`src/rtl/pe_ctrl_pkg.sv`:
```
// -----------------------------------------------------------------------------
// pe_ctrl_pkg
// Shared definitions for the PE layer controller.
//   state_e           : controller state encoding
//   DEFAULT_BIAS_BASE : default base address of the bias block in PE memory
// -----------------------------------------------------------------------------
package pe_ctrl_pkg;

  typedef enum logic [2:0] {
    ST_IDLE   = 3'd0,
    ST_LOAD_K = 3'd1,
    ST_LOAD_B = 3'd2,
    ST_LOAD_S = 3'd3,
    ST_RUN    = 3'd4,
    ST_DRAIN  = 3'd5,
    ST_DONE   = 3'd6
  } state_e;

  localparam logic [31:0] DEFAULT_BIAS_BASE = 32'h0000_1000;

endpackage : pe_ctrl_pkg

```
`src/rtl/pe_layer_ctrl.sv`:
```
// -----------------------------------------------------------------------------
// pe_layer_ctrl
// Sequences one layer run of a processing element: streams kernel weights,
// biases and an optional layer-scale word into PE memory, then issues
// NUM_WINDOWS input windows and waits for the matching results.
//
// Ports
//   clk, rst          : clock, asynchronous active-high reset
//   start, abort      : single-cycle control pulses
//   busy              : high in every state except IDLE
//   done              : one-cycle pulse when the layer run completes
//   err               : sticky protocol error, cleared by reset or start
//   s_wdata/s_wvalid/s_wready : weight stream in (valid/ready)
//   weight_wr_*       : registered write port into PE memory (latency 1)
//   s_win_valid/s_win_ready   : upstream window handshake
//   pe_i_valid, pe_ack, pe_o_valid : PE issue / accept / result strobes
// -----------------------------------------------------------------------------
module pe_layer_ctrl
  import pe_ctrl_pkg::*;
#(
  parameter int          OUT_CHANNEL = 4,
  parameter int          IN_CHANNEL  = 2,
  parameter int          KERNEL_PTS  = 9,
  parameter int          NUM_WINDOWS = 9,
  parameter bit          HAS_SCALE   = 1'b0,
  parameter logic [31:0] BIAS_BASE   = DEFAULT_BIAS_BASE
) (
  input  logic        clk,
  input  logic        rst,
  input  logic        start,
  input  logic        abort,
  output logic        busy,
  output logic        done,
  output logic        err,
  input  logic [15:0] s_wdata,
  input  logic        s_wvalid,
  output logic        s_wready,
  output logic [15:0] weight_wr_data,
  output logic [31:0] weight_wr_addr,
  output logic        weight_wr_en,
  input  logic        s_win_valid,
  output logic        s_win_ready,
  output logic        pe_i_valid,
  input  logic        pe_ack,
  input  logic        pe_o_valid
);

  localparam int K_TOTAL = OUT_CHANNEL * IN_CHANNEL * KERNEL_PTS;
  // One load counter serves both the kernel and the bias phase.
  localparam int LD_MAX  = (K_TOTAL > OUT_CHANNEL) ? K_TOTAL : OUT_CHANNEL;
  localparam int LD_W    = $clog2(LD_MAX + 1);
  localparam int WIN_W   = $clog2(NUM_WINDOWS + 1);

  localparam logic [LD_W-1:0]  K_LAST  = LD_W'(K_TOTAL - 1);
  localparam logic [LD_W-1:0]  B_LAST  = LD_W'(OUT_CHANNEL - 1);
  localparam logic [WIN_W-1:0] WIN_MAX = WIN_W'(NUM_WINDOWS);
  localparam logic [31:0]      SCALE_ADDR = BIAS_BASE + 32'(OUT_CHANNEL);

  state_e            state_q, state_d;
  logic [LD_W-1:0]   ld_cnt_q, ld_cnt_d;
  logic [WIN_W-1:0]  issued_q, issued_d;
  logic [WIN_W-1:0]  received_q, received_d;
  logic              err_q, err_d;
  logic              wr_en_q, wr_en_d;
  logic [31:0]       wr_addr_q, wr_addr_d;
  logic [15:0]       wr_data_q, wr_data_d;

  logic              loading;
  logic              in_run;
  logic              collecting;
  logic              beat;
  logic              issue_fire;
  logic              rcv_fire;
  logic              start_acc;
  logic              err_set;
  logic [31:0]       beat_addr;

  // ---------------------------------------------------------------------------
  // State decode and handshake outputs
  // ---------------------------------------------------------------------------
  // NOTE: every signal written in an always_comb gets a default first, so no
  // path can leave it unassigned and infer a latch.
  always_comb begin
    loading    = (state_q == ST_LOAD_K) || (state_q == ST_LOAD_B) ||
                 (state_q == ST_LOAD_S);
    in_run     = (state_q == ST_RUN);
    collecting = in_run || (state_q == ST_DRAIN);

    busy       = (state_q != ST_IDLE);
    done       = (state_q == ST_DONE);
    s_wready   = loading;
    beat       = s_wvalid && loading;

    // Windows are offered only while some remain to be issued.
    pe_i_valid  = in_run && s_win_valid && (issued_q < WIN_MAX);
    s_win_ready = in_run && pe_ack;

    issue_fire = pe_i_valid && pe_ack;
    // Saturate at NUM_WINDOWS so an over-delivering PE cannot wrap the count;
    // the overrun itself is flagged through err.
    rcv_fire   = collecting && pe_o_valid && (received_q < WIN_MAX);
    start_acc  = (state_q == ST_IDLE) && start && !abort;
  end

  // Address of the word accepted this cycle, by load phase.
  always_comb begin
    beat_addr = 32'h0;
    unique case (state_q)
      ST_LOAD_K: beat_addr = 32'(ld_cnt_q);
      ST_LOAD_B: beat_addr = BIAS_BASE + 32'(ld_cnt_q);
      ST_LOAD_S: beat_addr = SCALE_ADDR;
      default:   beat_addr = 32'h0;
    endcase
  end

  // ---------------------------------------------------------------------------
  // Next-state and counter logic
  // ---------------------------------------------------------------------------
  always_comb begin
    state_d    = state_q;
    ld_cnt_d   = ld_cnt_q;
    issued_d   = issued_q;
    received_d = received_q;

    // Both counters move in the same cycle when an ack and a result coincide.
    if (issue_fire) issued_d   = issued_q + WIN_W'(1);
    if (rcv_fire)   received_d = received_q + WIN_W'(1);

    unique case (state_q)
      ST_IDLE: begin
        if (start) begin
          state_d    = ST_LOAD_K;
          ld_cnt_d   = '0;
          issued_d   = '0;
          received_d = '0;
        end
      end
      ST_LOAD_K: begin
        if (beat) begin
          if (ld_cnt_q == K_LAST) begin
            state_d  = ST_LOAD_B;
            ld_cnt_d = '0;
          end else begin
            ld_cnt_d = ld_cnt_q + LD_W'(1);
          end
        end
      end
      ST_LOAD_B: begin
        if (beat) begin
          if (ld_cnt_q == B_LAST) begin
            state_d  = HAS_SCALE ? ST_LOAD_S : ST_RUN;
            ld_cnt_d = '0;
          end else begin
            ld_cnt_d = ld_cnt_q + LD_W'(1);
          end
        end
      end
      ST_LOAD_S: begin
        if (beat) state_d = ST_RUN;
      end
      ST_RUN: begin
        if (issued_d == WIN_MAX) state_d = ST_DRAIN;
      end
      ST_DRAIN: begin
        if (received_d == WIN_MAX) state_d = ST_DONE;
      end
      ST_DONE: begin
        state_d = ST_IDLE;
      end
      default: begin
        state_d = ST_IDLE;
      end
    endcase

    // Abort outranks start and every state advance.
    if (abort) begin
      state_d    = ST_IDLE;
      ld_cnt_d   = '0;
      issued_d   = '0;
      received_d = '0;
    end
  end

  // ---------------------------------------------------------------------------
  // Sticky protocol error
  // ---------------------------------------------------------------------------
  always_comb begin
    err_set = 1'b0;
    if (pe_o_valid && ((state_q == ST_IDLE) || loading)) err_set = 1'b1;
    if (pe_ack && !pe_i_valid)                           err_set = 1'b1;
    // A result with no outstanding issue, counting an ack in the same cycle.
    if (collecting && pe_o_valid && (received_q >= issued_d)) err_set = 1'b1;

    err_d = err_q;
    if (start_acc) err_d = 1'b0;
    if (err_set)   err_d = 1'b1;
  end

  // ---------------------------------------------------------------------------
  // Registered PE write port. Not gated by abort: a word accepted in the abort
  // cycle still lands one cycle later.
  // ---------------------------------------------------------------------------
  always_comb begin
    wr_en_d   = beat;
    wr_addr_d = wr_addr_q;
    wr_data_d = wr_data_q;
    if (beat) begin
      wr_addr_d = beat_addr;
      wr_data_d = s_wdata;
    end
  end

  // NOTE: asynchronous active-high reset sits in the sensitivity list; state
  // updates use non-blocking assignments so all flops sample together.
  always_ff @(posedge clk or posedge rst) begin
    if (rst) begin
      state_q    <= ST_IDLE;
      ld_cnt_q   <= '0;
      issued_q   <= '0;
      received_q <= '0;
      err_q      <= 1'b0;
      wr_en_q    <= 1'b0;
      wr_addr_q  <= 32'h0;
      wr_data_q  <= 16'h0;
    end else begin
      state_q    <= state_d;
      ld_cnt_q   <= ld_cnt_d;
      issued_q   <= issued_d;
      received_q <= received_d;
      err_q      <= err_d;
      wr_en_q    <= wr_en_d;
      wr_addr_q  <= wr_addr_d;
      wr_data_q  <= wr_data_d;
    end
  end

  assign err            = err_q;
  assign weight_wr_en   = wr_en_q;
  assign weight_wr_addr = wr_addr_q;
  assign weight_wr_data = wr_data_q;

endmodule : pe_layer_ctrl

```
`config.mk`:
```
export PLATFORM = sky130hd
export DESIGN_NAME = pe_layer_ctrl
export DESIGN_NICKNAME = d
export VERILOG_FILES = /design/src/rtl/pe_ctrl_pkg.sv /design/src/rtl/pe_layer_ctrl.sv
export SDC_FILE = /design/constraint.sdc
export NUM_CORES = 1
export LEC_CHECK = 0
export ABC_AREA = 1
export BUFFER_PORTS_ARGS = -buffer_cell sky130_fd_sc_hd__buf_2
export CAP_MARGIN = 20
export CORE_ASPECT_RATIO = 1.5
export CORE_MARGIN = 5
export CORE_UTILIZATION = 55
export CTS_CLUSTER_SIZE = 20
export DETAILED_ROUTE_END_ITERATION = 12
export GPL_TIMING_DRIVEN = 0
export PLACE_DENSITY = 0.88
export SYNTH_ARGS = -nofsm -noshare
export SYNTH_HDL_FRONTEND = slang
export SYNTH_SLANG_ARGS = --single-unit
```
`constraint.sdc`:
```
create_clock -name clk -period 6.5 [get_ports clk]
set_clock_uncertainty 0.15 [all_clocks]
set_input_delay 0 -clock clk [delete_from_list [all_inputs] [get_ports clk]]
set_output_delay 0 -clock clk [all_outputs]
set_load 0.01 [all_outputs]
```
**Yosys cells after proc, flatten, opt, wreduce, memory -nomap -nowiden**

Cells that the tools add are included.

- Shifts and indexed selects: 0
- Multiply operators: 0
- Add/subtract/negate cells: 4
- Multiplexer cells: 31
- Magnitude comparators: 3
- Divide/modulo/power cells: 0
- Bitwise operators: 0
- Reduce and logical (&&, ||, !) cells: 24
- Equal/unequal tests: 18

Operator list:

| operator | number |
|---|---|
| $mux 7 | 6 |
| $pmux 14 s3 | 1 |
| $mux 4 | 8 |
| $mux 3 | 9 |
| $pmux 7 s3 | 1 |
| $pmux 3 s6 | 1 |
| $add 13x7->14 const A | 1 |
| $logic_and 1x1->1 | 12 |
| $ne 3x2->1 const B | 4 |
| $ne 3x3->1 const B | 4 |
| $eq 3x3->1 const B | 3 |
| $add 4x1->4 const B | 2 |
| $eq 4x4->1 const B | 2 |
| $lt 4x4->1 const B | 2 |
| $reduce_and 8->1 | 1 |
| $add 7x1->7 const B | 1 |
| $eq 7x2->1 const B | 1 |
| $eq 7x7->1 const B | 1 |
| $eq 3x2->1 const B | 2 |
| $mux 1 | 5 |
| $ge 4x4->1 | 1 |
| $logic_or 1x1->1 | 4 |
| $reduce_and 4->1 | 1 |
| $reduce_bool 4->1 | 1 |
| other kinds (5) | 6 |

- Register bits: 68
- Bits in read-only memories: 0
- Latch bits: 0
- Output and inout bits: 55
- Bits in writable memories: 0
- Input port bits: 24
- Memories kept: 0

**Longest topological paths before layout**

Gate-level depths: netlist of run 1.

- Depth after elaboration: 12
- Depth in mapped cells: 15
- Mapped depth without buffers: 15

**Worst setup path after synthesis of run 1**

No wires, ideal clock.

- Path type: register to register
- Start point: register state_q[0]
- End point: register err_q, in the netlist err
- Buffers on the path: 1
- Required time: 6.211 ns
- Cell stages (with the launch flop): 14
- Clock period less this slack: 2.249 ns
- Setup time: 0.139 ns
- Data arrival time: 1.961 ns
- Slack: 4.251 ns
- Cell sequence: dfrtp_1 -> buf_6 -> nor2_8 -> nand2_1 -> o21ai_1 -> inv_1 -> nand2_1 -> ha_1 -> inv_1 -> nor2_1 -> o211ai_1 -> nand3_1 -> nand3_1 -> o2111ai_1

- Word-level cells in the longest chain between the ends: 12
- Elaborated cells on any way between the ends: 30
- Those cells by class: order compare: 1; eq/ne: 5; mux: 8; reduce/logical: 16

Ends and longest elaborated chain:

| element | line | RTL |
|---|---|---|
| from (decl) | pe_layer_ctrl.sv:59 | `state_e state_q, state_d;` |
| from (signal assigned) | pe_layer_ctrl.sv:226 | `state_q <= state_d;` |
| $eq 3x3->1 | pe_layer_ctrl.sv:86 | `in_run = (state_q == ST_RUN);` |
| $logic_and 1x1->1 (2 in series) | pe_layer_ctrl.sv:95 | `pe_i_valid = in_run && s_win_valid && (issued_q < WIN_MAX);` |
| $logic_and 1x1->1 | pe_layer_ctrl.sv:98 | `issue_fire = pe_i_valid && pe_ack;` |
| $mux 4 | pe_layer_ctrl.sv:126 | `if (issue_fire) issued_d = issued_q + WIN_W'(1);` |
| $mux 4 | pe_layer_ctrl.sv:131 | `if (start) begin` |
| $mux 4 | pe_layer_ctrl.sv:129 | `unique case (state_q)` |
| $mux 4 | pe_layer_ctrl.sv:176 | `if (abort) begin` |
| $ge 4x4->1 | pe_layer_ctrl.sv:192 | `if (collecting && pe_o_valid && (received_q >= issued_d)) err_set = 1'b1;` |
| $logic_and 1x1->1 | pe_layer_ctrl.sv:192 |  |
| $mux 1 | pe_layer_ctrl.sv:192 |  |
| $mux 1 or $reduce_bool 2->1 (tied branches) | n/a |  |
| to (signal assigned) | pe_layer_ctrl.sv:230 | `err_q <= err_d;` |
| to (decl) | pe_layer_ctrl.sv:63 | `logic err_q, err_d;` |

Several ways; a longest one is shown, not always the timed one.
A chain may end at the register's enable or synchronous reset.

**Worst setup path in the final report of run 1**

Same ends and word-level chain as after synthesis.

==> impl_metrics.ini, run 1 <==
[outcome]
status = complete, no violations

[sta]
hold_viol_final = 0
drv_slew = 0
period_minus_slack_ps = 3230
fmax_ghz = 0.310
setup_viol = 0
worst_slack_ps = 3270
period_share = 0.496
rsz0062_at_grt = false
worst_slew_pin_slew_ps = 895
slew_headroom = 0.402
tns_ps = 0

[cts]
cts_buffer_depth = 2
clock-root-buffer = clkbuf_8
cts_sinks = 44
clock_latency_ps = 310
htreeDepth = 2
cts_tree = yes
path_clk_slew_ps = 90
cts_buffers = 5
post_cts_resized = 0

[power]
p_comb_frac = 0.425
netSwitchingPower_mw = 0.412
p_leak_nw = 1.83
share_seq_of_total_power = 0.388
p_total_mw = 0.989
max-vdd-ir-drop_v = 0.000260
powerDensity_nw_per_um2 = 297
p_sw_frac = 0.417
p_int_mw = 0.577
p_clk_frac = 0.187

[worst_setup_path]
reg2reg_from = state_q[0]$_DFFE_PP0P_
ff2ff_path_depth = 14
critPathMaxFanout = 8
startpoint_type = flop
critical_path_arrival_ps = 3260
cp-end-kind = flop
r2r-end = err$_DFFE_PP0P_
regToRegSetupSlack_ps = 3270
required_ps = 6530
criticalPathCategory = flop to flop

[global_route]
antenna_found_initial = 0
grt_pass1_wl_mm = 11.4
grt_max_degree = 45
grt.total_usage = 0.235
grt_pass1_vias = 2522
grt_overflow = 0

[die]
rows = 30
die_w_um = 66.1
pin_count = 79
fp.coreArea_um2 = 4540
die_area_um2 = 6220
die_y_um = 94.1
initial_core_util = 0.572

[detailed_routing]
drcViolationCount = 0
num_vias = 2461
ant_nets = 0
wire_per_inst_um = 13.6
wl_mm = 6.78
drt_iter0_markers = 81
detail_route.vias_per_cell = 4.95
drtPass1Iterations = 5

[cells_and_area]
syn2layout_area_growth_pct = 28.3
layout-drive-gt1-share = 0.261
final_nets = 465
fillCellCount = 335
diodes = 0

[place]
place_hpwl_mm = 4.66
dp_slack_ps = 3910
io_buffers = 53
gp_congestion = 0.887

[synthesis]
netlist_top_cells_area = dfrtp_1 42%, nand2_1 14%, buf_4 7.2%
yosysWarnings = 0
async_flop_share = 1.00
syn_area_um2 = 2600
ys.flop_type = dfrtp_1
syn_inst = 328
synth_top_cell_area_share = 0.424
synth_cell_type_count = 36
yosys.area.top_type = dfrtp_1
avgSynthCellArea_um2 = 7.92
synth_edf_count = 0
ys_seq_area_frac = 0.424
synth-seq-cells = 44

[worst_hold_path]
hold_path_depth = 5
holdCritPathClass = primary input to flop
worstHoldStart = s_win_valid
worstHoldEndpoint = issued_q[2]$_DFF_PP0_

[run]
drv_cap = 0
-- through the flow --
step,hold slack [ps],instance area (um2),util,cells
4_1_cts,26.8,3330,0.734,497
5_1_grt,63.7,3330,0.734,497
6_report,34.9,3330,0.734,497
3_3_place_gp,43.4,3030,0.667,468
3_5_place_dp,45.5,3030,0.667,468
2_1_floorplan,-40.4,2680,-,351
-- cells in the mapped netlist (6+ instances only) --
cell type and count:
dfrtp_1 44, nand4_1 7, inv_1 31, nand3_1 19, nor2_1 22, o21ai_1 6
buf_4 25, o21ai_0 14, a21oi_1 7, nand2_1 97, inv_2 7, ha_1 9
-- registers in the layout, summed over array words and instances, names as in the netlist --
register / flops
err: 1
state_q: 3
received_q: 4
ld_cnt_q: 7
issued_q: 4
weight_wr_addr: 8
weight_wr_en: 1
weight_wr_data: 16
-- layout by cell type, fill, tap and decap left out, types with 2 or more instances in the layout --
cell type      instances
nand2_1               97
buf_2                 54
dfrtp_1               44
inv_1                 30
buf_4                 25
conb_1                24
nor2_1                22
dlygate4sd3_1         21
nand3_1               19
o21ai_0               14
ha_1                   9
inv_2                  8
a21oi_1                7
nand4_1                7
o21ai_1                6
clkbuf_8               5
nand3_2                4
nor3_1                 4
nand2_2                3
clkbuf_1               3
nand2_4                3
nor2_8                 2
o21bai_1               2
o21a_1                 2
a31oi_1                2
inv_6                  2
-- per-layer routing --
metal	routed length, um	track usage	up-vias
met5	0	0	-
met4	172	0.0915	0
met3	384	0.0503	21
met2	3700	0.420	99
met1	2520	0.264	1141
li1	-	-	1200
-- area by class of cell --
type / instances / area (um2) / share of cell area
clock buffer: 5 / 68.8 / 0.0207
multi-input combinational: 238 / 1220 / 0.366
timing repair buffer: 74 / 475 / 0.143
inverter: 39 / 146 / 0.0439
sequential: 44 / 1100 / 0.330
clock inverter: 3 / 25.0 / 0.00751
tap: 64 / 80.1 / 0.0240
buffer: 30 / 215 / 0.0646
-- repair_timing --
item / in CTS / in global routing
setup buffers: 0 / 0
endpoints found under the setup margin: 0 / 0
hold endpoints to repair: 67 / 0
hold buffers: 21 / 0
-- power groups by stage --
stage / registers, mW / logic, mW / clock network, mW
detailed placement: 0.382 / 0.398 / 0
CTS: 0.380 / 0.409 / 0.184
global placement: 0.382 / 0.385 / 0
finish: 0.384 / 0.420 / 0.185
floorplan: 0.410 / 0.240 / 0
global route: 0.390 / 0.465 / 0.199
-- kinds of logic (layout without fill, tap and decap cells) --
| group | after synthesis | in the layout | synth area share |
|---|---|---|---|
| AOI/OAI and AO/OA | 38 | 38 | 0.0843 |
| xor gates and xnor gates | 1 | 1 | 0.00337 |
| adders and majority gates | 9 | 9 | 0.0434 |
| buffers and inverters | 69 | 151 | 0.139 |
| DFF | 44 | 44 | 0.424 |
| other | 1 | 24 | 0.00144 |
| and+or+nand+nor | 166 | 166 | 0.304 |
-- worst max-delay path, cell delays in order, from the launching register on --
cell and delay, ps:
dfrtp_1 380, buf_6 140, nor2_8 150, nand2_1 130
o21ai_1 500, inv_1 120, nand2_1 130, ha_1 250
inv_1 60, nor2_1 40, o211ai_1 170, nand3_1 90
nand3_1 80, o2111ai_1 110, dlygate4sd3_1 590
-- how the worst max path moves through the flow --
stage                           start         endpoint  slack, ps  cells past startpoint
2_1_floorplan  state_q[0]$_DFFE_PP0P_  err$_DFFE_PP0P_       4250                     13
3_3_place_gp   state_q[0]$_DFFE_PP0P_  err$_DFFE_PP0P_       3990                     13
3_5_place_dp   state_q[0]$_DFFE_PP0P_  err$_DFFE_PP0P_       3910                     13
4_1_cts        state_q[0]$_DFFE_PP0P_  err$_DFFE_PP0P_       3350                     14
5_1_grt        state_q[0]$_DFFE_PP0P_  err$_DFFE_PP0P_       3040                     14
6_report       state_q[0]$_DFFE_PP0P_  err$_DFFE_PP0P_       3270                     14
No activity file was read; power rests on OpenSTA's default activity.
==> run 2, diff against run 1 <==
--- a/config.mk
+++ b/config.mk
@@ -10,11 +10,11 @@
 export CAP_MARGIN = 20
 export CORE_ASPECT_RATIO = 1.5
 export CORE_MARGIN = 5
-export CORE_UTILIZATION = 55
+export CORE_UTILIZATION = 52
 export CTS_CLUSTER_SIZE = 20
 export DETAILED_ROUTE_END_ITERATION = 12
 export GPL_TIMING_DRIVEN = 0
-export PLACE_DENSITY = 0.88
+export PLACE_DENSITY = 0.84
 export SYNTH_ARGS = -nofsm -noshare
 export SYNTH_HDL_FRONTEND = slang
 export SYNTH_SLANG_ARGS = --single-unit
==> constraint.sdc (replaced) <==
create_clock -name clk -period 3.1 [get_ports clk]
set_clock_uncertainty 0.15 [all_clocks]
set_input_delay 0 -clock clk [delete_from_list [all_inputs] [get_ports clk]]
set_output_delay 0 -clock clk [all_outputs]
set_load 0.01 [all_outputs]
==> run 2 against run 1 <==
Compared with the run above:
- die area up 5.0%
- wire length fell by 5.4%
- total power increased by 110%
- sequential power increased by 110%
- combinational power increased by 110%
- hold slack got worse by 7.5 ps
- register-to-register slack got worse by 2700 ps
- sequential share of layout area shrank 0.23 points
- non-clock buffer count is the same
- utilization down 4.1 points
- global-route usage decreased by 2.3 points
==> impl_metrics.ini, run 2 (synthesis results as in run 1) <==
[place]
dp_cells = 470
placed_cell_area_um2 = 3030
place_hpwl_mm = 4.59
dp_slack_ps = 551
gp_congestion = 0.835
io_buffers = 53

[worst_setup_path]
startpoint_type = flop
criticalPathCategory = flop to flop
cpPeakStageDelay_ps = 430
cp-end-kind = flop
reg2reg_from = state_q[0]$_DFFE_PP0P_
critical_path_arrival_ps = 2550
required_ps = 3130
path_cells = buf_6, nor2_8, nand2_1, o21ai_1, inv_1, nand2_1, ha_1, inv_1, nor2_1, o211ai_1, nand3_1, nand3_1, o2111ai_1
critPathMaxFanout = 8
crit_start = state_q[0]$_DFFE_PP0P_
critPathSlowestCell = o21ai_1

[cells_and_area]
layout-drive-gt1-share = 0.261
mostFrequentLayoutCell = nand2_1
diodes = 0
syn2layout_area_growth_pct = 29.3
final_nets = 465
largest_reg_flops = 16
post-route-cell-area_um2 = 3360
final_cells = 499
most-common-layout-cells = 97 x nand2_1, 54 x buf_2, 44 x dfrtp_1

[worst_hold_path]
holdCritPathClass = primary input to flop
worstHoldStart = s_win_valid

[detailed_routing]
met2_length_mm = 3.43
met1_length_mm = 2.43
ant_nets = 0
wl_mm = 6.41
drtPass1Iterations = 4
drcViolationCount = 0
wl_met3_um = 460
drt_iter0_markers = 125
num_vias = 2445
detail_route.vias_per_cell = 4.90
top_layer = met4
wire_per_inst_um = 12.8

[sta]
tns_ps = 0
setup_viol = 0
drv_slew = 0
slew_headroom = 0.397
worst_slew_pin_slew_ps = 904
period_minus_slack_ps = 2520
rsz0062_at_grt = false
worst_slack_ps = 577
period_share = 0.814
fmax_ghz = 0.396
hold_viol_final = 0

[cts]
htreeDepth = 2
clock_latency_ps = 300
cts_tree = yes
cts_sinks = 44
path_clk_slew_ps = 90
cts_buffers = 5
cts_buffer_depth = 2
clock-root-buffer = clkbuf_8

[die]
initial_core_util = 0.535
die_area_um2 = 6540
die_w_um = 67.7
die_y_um = 96.5
fp.coreArea_um2 = 4850
pin_count = 79
rows = 31

[power]
max-vdd-ir-drop_v = 0.000559
p_leak_nw = 1.84
powerDensity_nw_per_um2 = 633

[run]
drv_cap = 0

[global_route]
grt_overflow = 0
grt_max_degree = 45
grt_pass1_vias = 2425
grt_pass1_wl_mm = 10.7
antenna_found_initial = 0
grt.total_usage = 0.212

[outcome]
status = complete, no violations
## run 2: cell types whose count changed in the layout (fill, tap and decap cells not counted), sizes merged
cell | previous run | this run
bufinv | 0 | 1
inv | 40 | 39
## run 2: report_power, final
part / switching [mW] / internal, mW
Combinational: 0.536 / 0.329
Clock: 0.215 / 0.243
Sequential: 0.0865 / 0.714
## run 2: timing repair
| action | CTS | global route |
|---|---|---|
| hold buffers | 21 | 0 |
| endpoints found under the hold margin | 68 | 0 |
| buffers inserted | 0 | 0 |
| resized for setup | 0 | 0 |
## run 2: final cells by class
cell class	count	area, um2
tap	66	82.6
multi-input combinational	238	1220
clock buffer	5	68.8
inverter	39	146
timing repair buffer	74	475
clock inverter	3	46.3
fill	386	1490
sequential	44	1100
buffer	30	215
## run 2: final timing paths
path | end | slack [ps] | depth (start not counted)
min reg2reg | weight_wr_data[2]$_DFFE_PP0P_ | 340 | 2
min | err$_DFFE_PP0P_ | 30 | 4
min in group asynchronous | weight_wr_data[6]$_DFFE_PP0P_ | 300 | 3
max | err$_DFFE_PP0P_ | 580 | 13
max in group asynchronous | issued_q[2]$_DFF_PP0_ | 1940 | 3
max reg2reg | err$_DFFE_PP0P_ | 580 | 13
## run 2: per-stage QoR
stage | power, mW | utilization | hold WS [ps]
2_1_floorplan | 1.36 | - | -40.4
3_3_place_gp | 1.61 | 0.625 | 44.8
3_5_place_dp | 1.64 | 0.625 | 46.6
4_1_cts | 2.12 | 0.692 | 9.89
5_1_grt | 2.28 | 0.692 | 96.3
6_report | 2.12 | 0.692 | 27.4
## run 2: critical path: cells and delay by family (launching register included)
| family | cells | cell delay [ps] |
|---|---|---|
| AOI/OAI and AO/OA | 3 | 670 |
| adders and majority gates | 1 | 250 |
| buffers and inverters | 3 | 330 |
| DFF | 1 | 380 |
| and+or+nand+nor | 6 | 610 |
## run 2: metal layers
layer,vias to the layer above,track usage
met5,-,0
met4,0,0.0609
met1,1129,0.241
li1,1207,-
met3,11,0.0498
met2,98,0.385
